File: config.mk
export PLATFORM = sky130hd
export DESIGN_NAME = floo_vc_credit_scheduler
export DESIGN_NICKNAME = d
export VERILOG_FILES = /design/src/rtl/floo_vc_credit_scheduler.sv
export SDC_FILE = /design/constraint.sdc
export NUM_CORES = 1
export LEC_CHECK = 0
export ABC_AREA = 1
export CAP_MARGIN = 5
export CELL_PAD_IN_SITES_DETAIL_PLACEMENT = 1
export CELL_PAD_IN_SITES_GLOBAL_PLACEMENT = 2
export CORE_ASPECT_RATIO = 0.6
export CORE_UTILIZATION = 25
export CTS_BUF_LIST = sky130_fd_sc_hd__clkbuf_16
export DETAILED_ROUTE_END_ITERATION = 8
export GPL_ROUTABILITY_DRIVEN = 0
export PLACE_DENSITY_LB_ADDON = 0.1
export SYNTH_ARGS = -nofsm -noshare
export SYNTH_HDL_FRONTEND = slang
export SYNTH_SLANG_ARGS = --single-unit
File: constraint.sdc
create_clock -name clk_i -period 2.7 [get_ports clk_i]
set_clock_uncertainty 0.2 [all_clocks]
set_input_delay 0.54 -clock clk_i [delete_from_list [all_inputs] [get_ports clk_i]]
set_output_delay 0.54 -clock clk_i [all_outputs]
set_load 0.01 [all_outputs]
File: src/rtl/floo_vc_credit_scheduler.sv
// Shares one physical link between NumVirtChannels VCs using per-VC credit counters,
// round-robin arbitration with a wormhole lock, and a registered link output.
module floo_vc_credit_scheduler #(
  parameter int unsigned NumVirtChannels = 2,
  parameter type         flit_t          = logic,
  parameter int unsigned CreditDepth     = 4,
  parameter int unsigned CreditWidth     = $clog2(CreditDepth + 1)
) (
  input  logic                                           clk_i,
  input  logic                                           rst_ni,
  input  logic  [NumVirtChannels-1:0]                    valid_i,
  output logic  [NumVirtChannels-1:0]                    ready_o,
  input  flit_t [NumVirtChannels-1:0]                    data_i,
  input  logic  [NumVirtChannels-1:0]                    last_i,
  output logic  [NumVirtChannels-1:0]                    valid_o,
  output flit_t                                          data_o,
  input  logic  [NumVirtChannels-1:0]                    credit_i,
  output logic  [NumVirtChannels-1:0][CreditWidth-1:0]   credits_o,
  output logic                                           locked_o,
  output logic  [(NumVirtChannels > 1 ? $clog2(NumVirtChannels) : 1)-1:0] lock_vc_o
);

  localparam int unsigned IdxW = (NumVirtChannels > 1) ? $clog2(NumVirtChannels) : 1;

  typedef enum logic {StUnlocked, StLocked} lock_state_e;

  lock_state_e                r_state;
  logic [IdxW-1:0]            r_ptr;
  logic [IdxW-1:0]            r_lock_vc;
  logic [NumVirtChannels-1:0] r_valid;
  flit_t                      r_data;

  logic [NumVirtChannels-1:0] w_elig;
  logic [NumVirtChannels-1:0] w_grant;
  logic [IdxW-1:0]            w_gidx;
  logic [IdxW-1:0]            w_cand;
  logic                       w_found;
  logic                       w_xfer;
  logic                       w_last;

  // Per-VC credit counter; eligibility only looks at the registered count.
  for (genvar v = 0; v < NumVirtChannels; v++) begin : g_vc
    logic [CreditWidth-1:0] r_cnt;

    always_ff @(posedge clk_i) begin
      if (!rst_ni) begin
        r_cnt <= CreditWidth'(CreditDepth);
      end else if (credit_i[v] && !w_grant[v]) begin
        if (r_cnt != CreditWidth'(CreditDepth)) r_cnt <= r_cnt + 1'b1;
      end else if (!credit_i[v] && w_grant[v]) begin
        r_cnt <= r_cnt - 1'b1;
      end
    end

    assign w_elig[v]    = valid_i[v] && (r_cnt != '0);
    assign credits_o[v] = r_cnt;

`ifndef SYNTHESIS
    a_stable_valid_in: assert property (@(posedge clk_i) disable iff (!rst_ni)
      valid_i[v] && !ready_o[v] |=> valid_i[v]);
    a_no_credit_ovf: assert property (@(posedge clk_i) disable iff (!rst_ni)
      credit_i[v] && !w_grant[v] |-> r_cnt != CreditWidth'(CreditDepth));
`endif
  end

  always_comb begin
    w_grant = '0;
    w_gidx  = '0;
    w_cand  = '0;
    w_found = 1'b0;
    if (r_state == StLocked) begin
      if (w_elig[r_lock_vc]) begin
        w_grant[r_lock_vc] = 1'b1;
        w_gidx             = r_lock_vc;
      end
    end else begin
      // Scan p, p+1, ..., wrapping; first eligible VC wins.
      for (int i = 0; i < int'(NumVirtChannels); i++) begin
        w_cand = IdxW'((int'(r_ptr) + i) % int'(NumVirtChannels));
        if (!w_found && w_elig[w_cand]) begin
          w_found         = 1'b1;
          w_grant[w_cand] = 1'b1;
          w_gidx          = w_cand;
        end
      end
    end
  end

  assign w_xfer  = |w_grant;
  assign w_last  = last_i[w_gidx];
  assign ready_o = rst_ni ? w_grant : '0;

  always_ff @(posedge clk_i) begin
    if (!rst_ni) begin
      r_state   <= StUnlocked;
      r_lock_vc <= '0;
      r_ptr     <= '0;
    end else if (w_xfer) begin
      if (w_last) begin
        r_state   <= StUnlocked;
        r_lock_vc <= '0;
        r_ptr     <= (w_gidx == IdxW'(NumVirtChannels - 1)) ? '0 : w_gidx + 1'b1;
      end else begin
        r_state   <= StLocked;
        r_lock_vc <= w_gidx;
      end
    end
  end

  always_ff @(posedge clk_i) begin
    if (!rst_ni) begin
      r_valid <= '0;
      r_data  <= '0;
    end else begin
      r_valid <= w_grant;
      if (w_xfer) r_data <= data_i[w_gidx];
    end
  end

  assign valid_o   = r_valid;
  assign data_o    = r_data;
  assign locked_o  = (r_state == StLocked);
  assign lock_vc_o = r_lock_vc;

`ifndef SYNTHESIS
  a_valid_o_onehot0: assert property (@(posedge clk_i) $onehot0(r_valid));
  a_lock_grant: assert property (@(posedge clk_i) disable iff (!rst_ni)
    r_state == StLocked |-> (w_grant & ~(NumVirtChannels'(1) << r_lock_vc)) == '0);
`endif

endmodule

==> results <==
[how the worst min path moves through the flow]
stage               from        end  cells after the start
2_1_floorplan      r_ptr      r_ptr                      2
3_3_place_gp      data_o     data_o                      2
3_5_place_dp      data_o     data_o                      2
4_1_cts           data_o     data_o                      2
5_1_grt        lock_vc_o  lock_vc_o                      2
6_report          data_o     data_o                      2
[sequential cells by signal, summed over array words and instances (netlist names)]
name	cells
valid_o	2
r_ptr	1
locked_o	1
lock_vc_o	1
g_vc.r_cnt	6
data_o	1
[cells by family (layout without fill, tap and decap cells)]
group / count (synthesis) / count (layout) / synth area share
simple gates: 56 / 56 / 0.472
buf+inv: 14 / 49 / 0.0778
flops: 12 / 12 / 0.332
compound gates: 8 / 8 / 0.0623
fa+ha+maj: 2 / 2 / 0.0554
[layer usage]
metal  up-vias  global-route usage  wire length (µm)
li1        377                   -                 -
met1       338               0.229              1240
met2        16               0.211               870
met3         0              0.0558                89
met4         0              0.0240                 0
met5         -                   0                 0
[per-stage QoR]
| step | setup WS [ps] | TNS [ps] | area (µm²) |
|---|---|---|---|
| after floorplan | 755 | 0 | 723 |
| after global placement | -32.7 | -32.7 | 1050 |
| after detailed placement | -93.2 | -93.2 | 1050 |
| after CTS | 34.7 | 0 | 1130 |
| after global routing | 128 | 0 | 1130 |
| final | 200 | 0 | 1130 |
[critical path, cell delays in order]
cell and delay (ps):
clkdlybuf4s50_1 470, nand2_2 80, nor2_4 120, nand2_4 60, nor2_1 170, dlygate4sd2_1 310
[power by group]
group	internal, W	total [W]	switching [W]	leakage [nW]
logic	0.000216	0.000463	0.000247	0.396
registers	0.000219	0.000257	0.0000381	0.0991
clock network	0.000195	0.000278	0.0000823	0.0385
total	0.000630	0.000997	0.000367	0.534
[cell usage in the layout, fill, tap and decap left out, drive strengths merged]
master | synthesis | layout
a21oi | 7 | 7
and2 | 1 | 1
buf | 1 | 10
clkbuf | 0 | 3
clkdlybuf4s50 | 0 | 20
clkinv | 0 | 1
dfxtp | 12 | 12
dlygate4sd2 | 0 | 1
dlymetal6s2s | 0 | 1
fa | 2 | 2
inv | 13 | 13
nand2 | 23 | 23
nand3 | 20 | 20
nand3b | 1 | 1
nand4 | 4 | 4
nor2 | 7 | 7
o22ai | 1 | 1
[final cells by class]
type,instances,area share
clock buffer,3,0.0662
clock inverter,1,0.00331
inverter,13,0.0453
multi-input combinational,66,0.376
sequential,12,0.212
tap,32,0.0353
timing repair buffer,32,0.262
==> results.cfg <==
[logic_synthesis]
yosys_warnings = 0
yosysMostFrequentCell = nand2_1
synth_top_area_cell = dfxtp_1
netlist_instances = 92
synth_flop_cell = dfxtp_1
synth_area_um2 = 723
synth.avg_cell_area_um2 = 7.86
syn_nets = 104
ys_ff_latch = 12
yosysUniqueCellTypes = 22
yosys-top-cells-area = dfxtp_1, nand3_1, nand2_1
yosysSeqAreaShare = 0.332
synth_common_cells = nand2_1, nand3_1, dfxtp_1, inv_1, a21oi_1
ys_async_sr_fraction = 0
synth_edf_count = 0
yosysTopAreaCellShare = 0.332

[sta]
fin_crit_sh = 0.926
finalMaxSlewViolations = 0
final-setup-viol-count = 0
holdWs_ps = 308
max_freq_mhz = 400
rsz0062_at_grt = no
tightest_slew_ps = 214
slew_headroom = 0.857
period_needed_ps = 2500
finalHoldViolCount = 0

[grt]
grt-ovfl-total = 0
grt_pass1_wl_um = 3520
grt_usage = 0.153
antenna_found_initial = 0
grt_max_degree = 8
first_global_vias = 698

[floorplanning]
ioPinCount = 23
fp.dieW_um = 71.4
start_util = 0.275
core_um2 = 2630
die_h_um = 43.7
fp.dieArea_um2 = 3120
fp-row-count = 14

[pwr]
powerDensity_nw_per_um2 = 880
vdd_drop_max_mv = 0.399
p_leak_nw = 0.534
finalPower_w = 0.000997

[route]
route.detailed.drc = 0
dr_total_vias = 731
drt-initial-drc-count = 50
first_pass_iters = 4
wirelength_um = 2200
antenna_left = 0
via_per_inst = 4.60
wl_per_cell_um = 13.8

[setup_path]
rr_startpoint = g_vc[1].r_cnt[1]
r2r_cells = 13
setup.worst_path.class = in -> out
crit_path_end_kind = output port
critPathRequiredTime_ps = 1960
cp_max_fo = 3
worstSetupStartpoint = valid_i[1]
start_kind = primary input
cp.arrival_ps = 1760
r2r_end = g_vc[0].r_cnt[2]
endpoint = ready_o[1]
r2r_slack_ps = 530

[placed_design]
hpwl_um = 1780
dp_cells = 155
port_buffers = 22

[layout]
fillCellCount = 321
regArea_um2 = 240
final_cells = 159
multi_input_area_um2 = 427
areaGrowthSynthToFinish_pct = 56.7
num_antenna_cells = 0
fin_nets = 140
final_util = 0.431
drive_gt1_frac = 0.260

[cts]
post_cts_buffers = 0
cts_root_buf = clkbuf_16
holdBufCountCts = 0
cts_tree = done
cts_resized = 1
cts_max_path_buffers = 2
cts_buffers = 3
htreeDepth = 1
worstSkewPairLatency_ps = 240
cts.sinks = 12
clk_pin_slew_ps = 50

[flow_run]
maxCapViolCount = 0

[outcome]
status = finished clean

[hold_path]
hp-class = reg -> reg
No activity file was read; power rests on OpenSTA's default activity.
